==> src/rtl/ahb_bus_matrix_ingress_s2_if.sv <==
// Bundles the master-facing AHB slave port and the decoder-facing address-phase signals of one matrix ingress stage.
// The slave modport is the ingress stage itself; the master modport is whatever drives it.
interface ahb_bus_matrix_ingress_s2_if;
    logic        HSELS;
    logic [31:0] HADDRS;
    logic [1:0]  HTRANSS;
    logic        HWRITES;
    logic [2:0]  HSIZES;
    logic [3:0]  HPROTS;
    logic        HREADYS;
    logic        HREADYOUTS;
    logic [1:0]  HRESPS;
    logic        sel_op;
    logic [31:0] addr_op;
    logic [1:0]  trans_op;
    logic        write_op;
    logic [2:0]  size_op;
    logic [3:0]  prot_op;
    logic        held_tran_op;
    logic        active_op;
    logic        readyout_op;
    logic [1:0]  resp_op;

    modport slave (
        input  HSELS, HADDRS, HTRANSS, HWRITES, HSIZES, HPROTS, HREADYS,
        output HREADYOUTS, HRESPS,
        output sel_op, addr_op, trans_op, write_op, size_op, prot_op, held_tran_op,
        input  active_op, readyout_op, resp_op
    );

    modport master (
        output HSELS, HADDRS, HTRANSS, HWRITES, HSIZES, HPROTS, HREADYS,
        input  HREADYOUTS, HRESPS,
        input  sel_op, addr_op, trans_op, write_op, size_op, prot_op, held_tran_op,
        output active_op, readyout_op, resp_op
    );
endinterface

==> src/rtl/ahb_bus_matrix_ingress_s2.sv <==
// AHB bus-matrix ingress stage: passes granted transfers straight through, otherwise holds the address phase until granted.
// Optional HOLD timeout with a two-cycle ERROR response is compiled in by defining AHB_MTX_INGRESS_TIMEOUT_EN.
module ahb_bus_matrix_ingress_s2 #(
    parameter logic [7:0] HOLD_TIMEOUT = 8'd255
) (
    input  logic                           HCLK,
    input  logic                           HRESETn,
    ahb_bus_matrix_ingress_s2_if.slave     bus
);

    typedef enum logic [2:0] {
        IDLE = 3'd0,
        DATA = 3'd1,
        HOLD = 3'd2,
        ERR1 = 3'd3,
        ERR2 = 3'd4
    } state_t;

    state_t      state_reg, state_next;
    logic [31:0] addr_reg;
    logic [1:0]  trans_reg;
    logic        write_reg;
    logic [2:0]  size_reg;
    logic [3:0]  prot_reg;
    logic        live_req;
    logic        hold_load;
    logic        timeout_hit;

    assign live_req  = bus.HSELS & bus.HTRANSS[1] & bus.HREADYS;
    assign hold_load = ((state_reg == IDLE) || (state_reg == DATA)) && (state_next == HOLD);

`ifdef AHB_MTX_INGRESS_TIMEOUT_EN
    logic [7:0] cnt_reg;

    // Counter is held at zero outside HOLD, so it starts from zero on every HOLD entry.
    assign timeout_hit = (cnt_reg >= (HOLD_TIMEOUT - 8'd1));

    always_ff @(posedge HCLK) begin
        if (!HRESETn) begin
            cnt_reg <= 8'd0;
        end else if (state_reg == HOLD) begin
            cnt_reg <= cnt_reg + 8'd1;
        end else begin
            cnt_reg <= 8'd0;
        end
    end
`else
    assign timeout_hit = 1'b0;
`endif

    always_ff @(posedge HCLK) begin
        if (!HRESETn) begin
            state_reg <= IDLE;
            addr_reg  <= 32'd0;
            trans_reg <= 2'b00;
            write_reg <= 1'b0;
            size_reg  <= 3'd0;
            prot_reg  <= 4'd0;
        end else begin
            state_reg <= state_next;
            if (hold_load) begin
                addr_reg  <= bus.HADDRS;
                trans_reg <= bus.HTRANSS;
                write_reg <= bus.HWRITES;
                size_reg  <= bus.HSIZES;
                prot_reg  <= bus.HPROTS;
            end
        end
    end

    always_comb begin
        state_next = state_reg;
        case (state_reg)
            IDLE, DATA: begin
                if ((state_reg == DATA) && !bus.HREADYS) begin
                    state_next = DATA;
                end else if (live_req) begin
                    state_next = bus.active_op ? DATA : HOLD;
                end else begin
                    state_next = IDLE;
                end
            end
            HOLD: begin
                // A grant always wins over an expiring timeout in the same cycle.
                if (bus.active_op && bus.readyout_op) begin
                    state_next = DATA;
                end else if (timeout_hit) begin
                    state_next = ERR1;
                end
            end
`ifdef AHB_MTX_INGRESS_TIMEOUT_EN
            ERR1:    state_next = ERR2;
            ERR2:    state_next = IDLE;
`endif
            default: state_next = IDLE;
        endcase
    end

    always_comb begin
        bus.held_tran_op = 1'b0;
        bus.sel_op       = bus.HSELS;
        bus.addr_op      = bus.HADDRS;
        bus.trans_op     = bus.HTRANSS;
        bus.write_op     = bus.HWRITES;
        bus.size_op      = bus.HSIZES;
        bus.prot_op      = bus.HPROTS;
        bus.HREADYOUTS   = 1'b1;
        bus.HRESPS       = 2'b00;
        case (state_reg)
            DATA: begin
                bus.HREADYOUTS = bus.readyout_op;
                bus.HRESPS     = bus.resp_op;
            end
            HOLD: begin
                bus.held_tran_op = 1'b1;
                bus.sel_op       = 1'b1;
                bus.addr_op      = addr_reg;
                // The burst was broken by arbitration, so a held SEQ restarts as NONSEQ.
                bus.trans_op     = (trans_reg == 2'b11) ? 2'b10 : trans_reg;
                bus.write_op     = write_reg;
                bus.size_op      = size_reg;
                bus.prot_op      = prot_reg;
                bus.HREADYOUTS   = 1'b0;
            end
            ERR1: begin
                bus.sel_op     = 1'b0;
                bus.HREADYOUTS = 1'b0;
                bus.HRESPS     = 2'b01;
            end
            ERR2: begin
                bus.sel_op     = 1'b0;
                bus.HREADYOUTS = 1'b1;
                bus.HRESPS     = 2'b01;
            end
            default: ;
        endcase
    end

endmodule
==> src/flat_wrapper.sv <==
// flat-port wrapper written by rule: the top's interface ports become plain ports
module ahb_bus_matrix_ingress_s2_flat 
#(
    parameter logic [7:0] HOLD_TIMEOUT = 8'd255
)
  (HCLK, HRESETn, bus_HSELS, bus_HADDRS, bus_HTRANSS, bus_HWRITES, bus_HSIZES, bus_HPROTS, bus_HREADYS, bus_HREADYOUTS, bus_HRESPS, bus_sel_op, bus_addr_op, bus_trans_op, bus_write_op, bus_size_op, bus_prot_op, bus_held_tran_op, bus_active_op, bus_readyout_op, bus_resp_op);
  ahb_bus_matrix_ingress_s2_if bus_i ();
  input  logic HCLK;
  input  logic HRESETn;
  input wire logic [$bits(bus_i.HSELS)-1:0] bus_HSELS;
  input wire logic [$bits(bus_i.HADDRS)-1:0] bus_HADDRS;
  input wire logic [$bits(bus_i.HTRANSS)-1:0] bus_HTRANSS;
  input wire logic [$bits(bus_i.HWRITES)-1:0] bus_HWRITES;
  input wire logic [$bits(bus_i.HSIZES)-1:0] bus_HSIZES;
  input wire logic [$bits(bus_i.HPROTS)-1:0] bus_HPROTS;
  input wire logic [$bits(bus_i.HREADYS)-1:0] bus_HREADYS;
  output wire logic [$bits(bus_i.HREADYOUTS)-1:0] bus_HREADYOUTS;
  output wire logic [$bits(bus_i.HRESPS)-1:0] bus_HRESPS;
  output wire logic [$bits(bus_i.sel_op)-1:0] bus_sel_op;
  output wire logic [$bits(bus_i.addr_op)-1:0] bus_addr_op;
  output wire logic [$bits(bus_i.trans_op)-1:0] bus_trans_op;
  output wire logic [$bits(bus_i.write_op)-1:0] bus_write_op;
  output wire logic [$bits(bus_i.size_op)-1:0] bus_size_op;
  output wire logic [$bits(bus_i.prot_op)-1:0] bus_prot_op;
  output wire logic [$bits(bus_i.held_tran_op)-1:0] bus_held_tran_op;
  input wire logic [$bits(bus_i.active_op)-1:0] bus_active_op;
  input wire logic [$bits(bus_i.readyout_op)-1:0] bus_readyout_op;
  input wire logic [$bits(bus_i.resp_op)-1:0] bus_resp_op;
  assign bus_i.HSELS = bus_HSELS;
  assign bus_i.HADDRS = bus_HADDRS;
  assign bus_i.HTRANSS = bus_HTRANSS;
  assign bus_i.HWRITES = bus_HWRITES;
  assign bus_i.HSIZES = bus_HSIZES;
  assign bus_i.HPROTS = bus_HPROTS;
  assign bus_i.HREADYS = bus_HREADYS;
  assign bus_HREADYOUTS = bus_i.HREADYOUTS;
  assign bus_HRESPS = bus_i.HRESPS;
  assign bus_sel_op = bus_i.sel_op;
  assign bus_addr_op = bus_i.addr_op;
  assign bus_trans_op = bus_i.trans_op;
  assign bus_write_op = bus_i.write_op;
  assign bus_size_op = bus_i.size_op;
  assign bus_prot_op = bus_i.prot_op;
  assign bus_held_tran_op = bus_i.held_tran_op;
  assign bus_i.active_op = bus_active_op;
  assign bus_i.readyout_op = bus_readyout_op;
  assign bus_i.resp_op = bus_resp_op;
  ahb_bus_matrix_ingress_s2 #(.HOLD_TIMEOUT(HOLD_TIMEOUT)) u_core (.HCLK(HCLK), .HRESETn(HRESETn), .bus(bus_i));
endmodule
==> config.mk <==
export PLATFORM = sky130hd
export DESIGN_NAME = ahb_bus_matrix_ingress_s2_flat
export DESIGN_NICKNAME = d
export VERILOG_FILES = /design/src/rtl/ahb_bus_matrix_ingress_s2_if.sv /design/src/rtl/ahb_bus_matrix_ingress_s2.sv /design/src/flat_wrapper.sv
export SDC_FILE = /design/constraint.sdc
export NUM_CORES = 1
export LEC_CHECK = 0
export CELL_PAD_IN_SITES_DETAIL_PLACEMENT = 1
export CELL_PAD_IN_SITES_GLOBAL_PLACEMENT = 2
export CORE_ASPECT_RATIO = 1.1
export CORE_MARGIN = 2
export CORE_UTILIZATION = 24
export CTS_BUF_LIST = sky130_fd_sc_hd__clkbuf_2 sky130_fd_sc_hd__clkbuf_4 sky130_fd_sc_hd__clkbuf_8
export DETAILED_ROUTE_END_ITERATION = 10
export MAX_ROUTING_LAYER = met4
export PLACE_DENSITY = 0.84
export SKIP_CTS_REPAIR_TIMING = 1
export SLEW_MARGIN = 5
export SYNTH_ARGS = -nofsm -noshare
export SYNTH_HDL_FRONTEND = slang
export SYNTH_SLANG_ARGS = --single-unit
==> constraint.sdc <==
create_clock -name HCLK -period 1.45 [get_ports HCLK]
set_clock_uncertainty 0.1 [all_clocks]
set_input_delay 0.29 -clock HCLK [delete_from_list [all_inputs] [get_ports HCLK]]
set_output_delay 0.29 -clock HCLK [all_outputs]
set_load 0.01 [all_outputs]
=== After elaboration in Yosys (flattened, before gate mapping) ===
Index checks and enable logic that the tools add are counted.

* Bits in registers: 45
* Input bits: 50
* Output and inout port bits: 47

* Equality and inequality tests: 6
* Muxes and demuxes: 15
* Bitwise logic cells: 2
* Reduce and logical (&&, ||, !) cells: 9

{| class="wikitable"
|+ Operators with widths
! cell !! number
|-
| $mux W32 || 1
|-
| $mux W3 || 4
|-
| $eq A3 B2 Y1 const B || 3
|-
| $mux W2 || 3
|-
| $pmux W3 S2 || 1
|-
| $reduce_or A2 Y1 || 3
|-
| $mux W4 || 1
|-
| $pmux W1 S2 || 2
|-
| $pmux W2 S2 || 1
|-
| $eq A3 B1 Y1 const B || 1
|-
| $eq A3 B3 Y1 const B || 1
|-
| $logic_and A1 B1 Y1 || 3
|-
| $logic_not A3 Y1 || 1
|-
| $and A1 B1 Y1 || 2
|-
| $eq A2 B2 Y1 const B || 1
|-
| $mux W1 || 2
|-
| $logic_not A1 Y1 || 1
|-
| $logic_or A1 B1 Y1 || 1
|}

=== Logic depth before layout (Yosys ltp) ===
Gate-level depths: netlist of the first run.

* Word-level depth: 7
* Depth in mapped cells: 6

=== Least setup slack after synthesis of the first run ===
OpenSTA, ideal clock, no wires.

* Path kind: register -> output
* Start point: register u_core.state_reg[1]
* End point: output bus_addr_op[1]
* Arrival time: 1252 ps
* Data required time: 1060 ps
* Slack: -192 ps
* Cell stages (with the launch flop): 6
* Buffers on the path: 3
* Cells stage by stage: dfxtp_1 buf_6 nor3b_2 buf_6 buf_6 mux2_2

* Cells in the longest elaborated chain, start to end: 2

{| class="wikitable"
|+ RTL lines
! what !! line !! source
|-
| start, declared || ahb_bus_matrix_ingress_s2.sv:19 || <nowiki>state_t state_reg, state_next;</nowiki>
|-
| start signal, assigned || ahb_bus_matrix_ingress_s2.sv:60 || <nowiki>state_reg <= state_next;</nowiki>
|-
| $eq A3 B2 Y1 || ahb_bus_matrix_ingress_s2.sv:109 || <nowiki>case (state_reg)</nowiki>
|-
| $mux W32 || ahb_bus_matrix_ingress_s2.sv:109 ||
|-
| end, declared || flat_wrapper.sv:20 || <nowiki>output wire logic [$bits(bus_i.addr_op)-1:0] bus_addr_op;</nowiki>
|}

Every way passes these cells.

=== Final worst setup path of the first run ===
* Start point: register u_core.state_reg[2]
* End point: output bus_addr_op[14]

The elaborated chain is that of the path after synthesis.

==> results of run 1 <==
[cells in the mapped netlist]
master	count	area, um^2
o21a_1	3	22.5
mux2_1	3	33.8
nor3_1	1	5.00
nand3b_1	2	15.0
a21oi_1	2	10.0
or3b_2	1	8.76
o22ai_1	1	6.26
mux2_4	5	75.1
nand2b_1	2	12.5
a21boi_0	1	7.51
conb_1	1	3.75
clkbuf_1	1	3.75
nand4bb_4	1	27.5
nor2b_1	2	12.5
o21bai_1	1	7.51
nand4b_1	1	8.76
nor2_1	1	3.75
inv_1	3	11.3
mux2_2	33	372
nor3_2	1	10.0
mux2i_1	41	410
dlygate4sd1_1	3	26.3
buf_12	4	80.1
clkbuf_8	3	41.3
nor3b_2	1	12.5
dfxtp_1	45	901
dlymetal6s2s_1	1	12.5
nor3b_1	1	7.51
nand2_1	83	312
o21ai_0	1	5.00
buf_6	7	78.8
buf_2	1	5.00
[worst max-delay path: cells and delay by family (launching register included)]
family / cells / cell delay (ps)
mux: 1 / 290
flops: 1 / 360
simple gates: 1 / 230
buf+inv: 5 / 600
[cell families after synthesis]
group | Yosys count
AND/OR/NAND/NOR | 97
multiplexers | 82
flip-flops | 45
buffers and inverters | 23
AO/OA/AOI/OAI | 9
other | 1
[power by group]
group | internal (mW) | switching [mW]
registers | 1.25 | 0.0105
clock network | 0.398 | 0.409
logic | 0.368 | 0.222
[routing by layer]
metal / GRT usage, % / share of wire (%) / vias to the layer above / wire length (um)
li1: - / - / 1116 / -
met1: 12.9 / 43 / 1050 / 3200
met2: 20.6 / 52 / 56 / 3830
met3: 2.62 / 4.4 / 2 / 328
met4: 2.40 / 0.35 / 0 / 26
met5: - / 0 / - / 0
[through the flow]
step / utilization (%) / instance area, um^2 / power, mW / std cells
6_report: 40.6 / 4200 / 2.66 / 528
5_1_grt: 40.6 / 4200 / 2.82 / 528
4_1_cts: 37.6 / 3890 / 2.71 / 504
3_5_place_dp: 36.8 / 3800 / 1.88 / 497
3_3_place_gp: 36.8 / 3800 / 1.87 / 497
2_1_floorplan: - / 2690 / 1.54 / 257
[final cells by class]
class / instances / area [um^2]
fillers: 1189 / 6150
multi-input cells: 189 / 1570
repair buffers: 141 / 1440
flip-flops and latches: 45 / 907
well taps: 143 / 179
clock buffers: 7 / 90.1
inverters: 3 / 11.3
[worst paths after layout]
kind | from | to | slack (ps) | cells past startpoint
hold reg to reg | u_core.size_reg[1] | u_core.size_reg[1] | 360 | 2
setup / recovery | u_core.state_reg[2] | bus_addr_op[14] | -710 | 7
hold / removal | u_core.size_reg[1] | u_core.size_reg[1] | 360 | 2
setup reg to reg | u_core.state_reg[2] | u_core.addr_reg[26] | -470 | 8
==> results.sh, run 1 <==
export IMPL_synth_mux_area_share_pct=35.0
export IMPL_crit_path_end_kind="output port"
export IMPL_rsz0062_at_grt="yes"
export IMPL_htreeDepth=2
export IMPL_maxCapViolations=0
export IMPL_clock_latency_ps=290
export IMPL_ir_drop_mv=0.289
export IMPL_path_class="register to output port"
export IMPL_seq_area_frac_synth_pct=35.3
export IMPL_yosys_warnings=0
export IMPL_grt_pass1_wl_um=10300
export IMPL_slowest_delay_ps=360
export IMPL_hold_viol=0
export IMPL_gp_congestion=0.734
export IMPL_finalCriticalPeriod_ps=2160
export IMPL_setup_tns_ps=-44640
export IMPL_violations="negative setup slack"
export IMPL_synthXorXnorAreaFrac_pct=0
export IMPL_maxSlewViolCount=0
export IMPL_start_util_pct=24.6
export IMPL_antenna_found_initial=0
export IMPL_post_place_ws_ps=-624
export IMPL_hpwl_um=4780
export IMPL_fin_nets=435
export IMPL_synth_fp_nets=307
export IMPL_grt_usage_pct=11.5
export IMPL_path_max_fanout=7
export IMPL_ant_nets=0
export IMPL_setup_viol=90
export IMPL_synth_simple_gate_area_share_pct=17.1
export IMPL_placementRows=39
export IMPL_ys_types=32
export IMPL_p_leak_nw=1.76
export IMPL_mostFrequentLayoutCell="nand2_1"
export IMPL_cts_root_buf="clkbuf_8"
export IMPL_drtIter0Drc=41
export IMPL_holdWs_ps=361
export IMPL_coreArea_mm2=0.0103
export IMPL_route_detailed_drc=0
export IMPL_die_w_um=102
export IMPL_routed_wl_um=7390
export IMPL_p_per_area_mw_per_mm2=634
export IMPL_cp_data_arrival_time_ps=1770
export IMPL_die_h_um=112
export IMPL_final_cell_mix="nand2_1, clkdlybuf4s50_1, dfxtp_1"
export IMPL_syn_area_mm2=0.00255
export IMPL_largest_reg_flops=32
export IMPL_wl_per_cell_um=14.0
export IMPL_fmax_mhz=463
export IMPL_synthAdderAreaFrac_pct=0
export IMPL_ys_ff_latch=45
export IMPL_grt_max_degree=44
export IMPL_numPortBuffers=96
export IMPL_synth_compound_area_share_pct=2.31
export IMPL_grt_overflow_total=0
export IMPL_cts_tree="built"
export IMPL_diodes=0
export IMPL_drt_vias_per_instance=4.21
export IMPL_die_area_mm2=0.0115
export IMPL_clk_pin_slew_ps=80
export IMPL_worstPathRequired_ps=1060
export IMPL_dr_pass1_iters=4
export IMPL_areaGrowthSynthToFinish_pct=64.6
export IMPL_cts_made_buffers=5
export IMPL_cpMostUsedCell="buf_6"
export IMPL_grt_pass1_vias=2255
export IMPL_slowest_stage="dfxtp_4"
export IMPL_start_kind="register"
export IMPL_ioPinCount=97
export IMPL_finalCritPeriodShare_pct=149
export IMPL_synth_top_family_by_area="multiplexers"
export IMPL_worst_slack_ps=-712
export IMPL_postSynthCellCount=257
export IMPL_cts_sinks=45
export IMPL_vias=2224
export IMPL_status="finished, violations left"
export IMPL_cts_buffer_depth=2
export IMPL_synth_avg_cell_area_um2=9.92
export IMPL_hold_path_class="register to register"
export IMPL_crit_chain="nor3b_4 > buf_6 > buf_12 > buf_8 > buf_6 > mux2_4 > buf_6"
export IMPL_drive_above_1_share_pct=38.2
Note: power is estimated with default switching activity, not from simulation.
==> run 2, diff against run 1 <==
==> constraint.sdc (replaced) <==
create_clock -name HCLK -period 1.45 [get_ports HCLK]
set_clock_uncertainty 0.1 [all_clocks]
set_input_delay 0.145 -clock HCLK [delete_from_list [all_inputs] [get_ports HCLK]]
set_output_delay 0.145 -clock HCLK [all_outputs]
set_load 0.01 [all_outputs]
==> results.sh, run 2 (same netlist as run 1, synthesis figures left out) <==
export IMPL_status="finished, violations left"
export IMPL_violations="negative setup slack"
export IMPL_maxSlewViolCount=0
export IMPL_fin_nets=429
export IMPL_fin_util_pct=41.5
export IMPL_grt_pass1_wl_um=10200
export IMPL_pwr_share_comb_pct=23.1
export IMPL_path_buf_inv=3
export IMPL_start_kind="register"
export IMPL_largest_reg_flops=32
export IMPL_final_cell_mix="nand2_1, buf_6, clkdlybuf4s50_1"
export IMPL_start_util_pct=24.6
export IMPL_crit_chain="nor3b_4 > buf_6 > clkbuf_16 > mux2_4 > buf_6"
export IMPL_grt_usage_pct=11.3
export IMPL_finalCriticalPeriod_ps=1890
export IMPL_hold_viol=0
export IMPL_grt_max_degree=86
export IMPL_p_per_area_mw_per_mm2=635
export IMPL_numPortBuffers=96
export IMPL_cts_tree="built"
export IMPL_gp_congestion=0.703
export IMPL_vias=2246
export IMPL_clk_pin_slew_ps=80
export IMPL_slowest_delay_ps=340
export IMPL_cp_data_arrival_time_ps=1640
export IMPL_p_int_mw=2.05
export IMPL_placementRows=39
export IMPL_drtIter0Drc=34
export IMPL_clock_latency_ps=300
export IMPL_grt_overflow_total=0
export IMPL_cpMostUsedCell="buf_6"
export IMPL_diodes=0
export IMPL_dr_pass1_iters=3
export IMPL_path_delay_family="buffers and inverters"
export IMPL_path_max_fanout=7
export IMPL_worst_slack_ps=-439
export IMPL_setup_viol=89
export IMPL_seqPwrFrac_pct=46.3
export IMPL_rsz0062_at_grt="yes"
export IMPL_crit_path_end_kind="output port"
export IMPL_die_w_um=102
export IMPL_cts_sinks=45
export IMPL_p_leak_nw=1.74
export IMPL_ioPinCount=97
export IMPL_ant_nets=0
export IMPL_post_place_ws_ps=-510
export IMPL_p_clk_share_pct=30.6
export IMPL_fmax_mhz=529
export IMPL_wl_per_cell_um=14.8
export IMPL_routed_wl_um=7730
export IMPL_drive_above_1_share_pct=39.2
export IMPL_cts_made_buffers=5
export IMPL_cts_root_buf="clkbuf_8"
export IMPL_cts_buffer_depth=2
export IMPL_slowest_stage="dfxtp_2"
export IMPL_worstPathRequired_ps=1210
export IMPL_areaGrowthSynthToFinish_pct=68.6
export IMPL_p_sw_uw=674
export IMPL_htreeDepth=2
export IMPL_swShare_pct=24.7
export IMPL_mostFrequentLayoutCell="nand2_1"
export IMPL_drt_vias_per_instance=4.29
export IMPL_die_h_um=112
export IMPL_num_fill_cells=1172
export IMPL_hpwl_um=4390
export IMPL_ir_drop_mv=0.314
export IMPL_grt_pass1_vias=2229
export IMPL_finalCritPeriodShare_pct=130
export IMPL_route_detailed_drc=0
export IMPL_path_class="register to output port"
export IMPL_antenna_found_initial=0
export IMPL_hold_path_class="input port to register"
export IMPL_coreArea_mm2=0.0103
export IMPL_maxCapViolations=0
export IMPL_die_area_mm2=0.0115
run 2: changes by cell type in the layout (fill, tap and decap cells not counted), moves of 3 or more:
cell and delta:
dlymetal6s2s_1 -5, buf_4 -7, buf_6 +22, clkbuf_2 -16, clkbuf_16 +3
run 2: cell type report:
cell class	count	area, um^2	area share, %
multi-input combinational	189	1570	36.6
timing repair buffer	135	1540	35.8
sequential	45	903	21.0
tap	143	179	4.16
clock buffer	8	91.3	2.13
inverter	3	11.3	0.262
run 2: metrics by stage:
| step | hold WS, ps | power (mW) | TNS, ps | instances | area (um^2) |
|---|---|---|---|---|---|
| 2_1_floorplan | 187 | 1.52 | -1090 | 257 | 2570 |
| 3_3_place_gp | 339 | 1.84 | -30060 | 495 | 3670 |
| 3_5_place_dp | 347 | 1.85 | -32100 | 495 | 3670 |
| 4_1_cts | 263 | 2.71 | -42730 | 503 | 3760 |
| 5_1_grt | 277 | 2.87 | -33070 | 523 | 4300 |
| 6_report | 264 | 2.73 | -26460 | 523 | 4300 |
run 2: power by group through the flow:
stage	clock, mW	combinational [mW]	sequential [mW]
after floorplan	0	0.232	1.29
after global placement	0	0.547	1.29
after detailed placement	0	0.556	1.29
after CTS	0.885	0.559	1.26
after global routing	0.928	0.677	1.27
final	0.833	0.631	1.26
run 2: path summary, 6_finish.rpt:
kind / start / endpoint / slack [ps] / depth (start not counted)
worst max register to register: u_core.state_reg[1] / u_core.addr_reg[10] / -320 / 7
worst max-delay path: u_core.state_reg[2] / bus_addr_op[20] / -440 / 5
worst min-delay path: HRESETn / u_core.trans_reg[1] / 260 / 3
worst min register to register: u_core.addr_reg[18] / u_core.addr_reg[18] / 360 / 2
run 2: tightest hold or removal path, delay by kind of cell:
family | cells | cell delay, ps
buffers and inverters | 2 | 320
AOI/OAI and AO/OA | 1 | 140
run 2: metal layers:
metal	GRT usage (%)	part of all wire (%)	routed length, um	up-vias
li1	-	-	-	1103
met1	13.1	46	3530	1079
met2	18.9	49	3810	57
met3	2.99	4.0	311	7
met4	3.73	1.1	85	0
met5	-	0	0	-
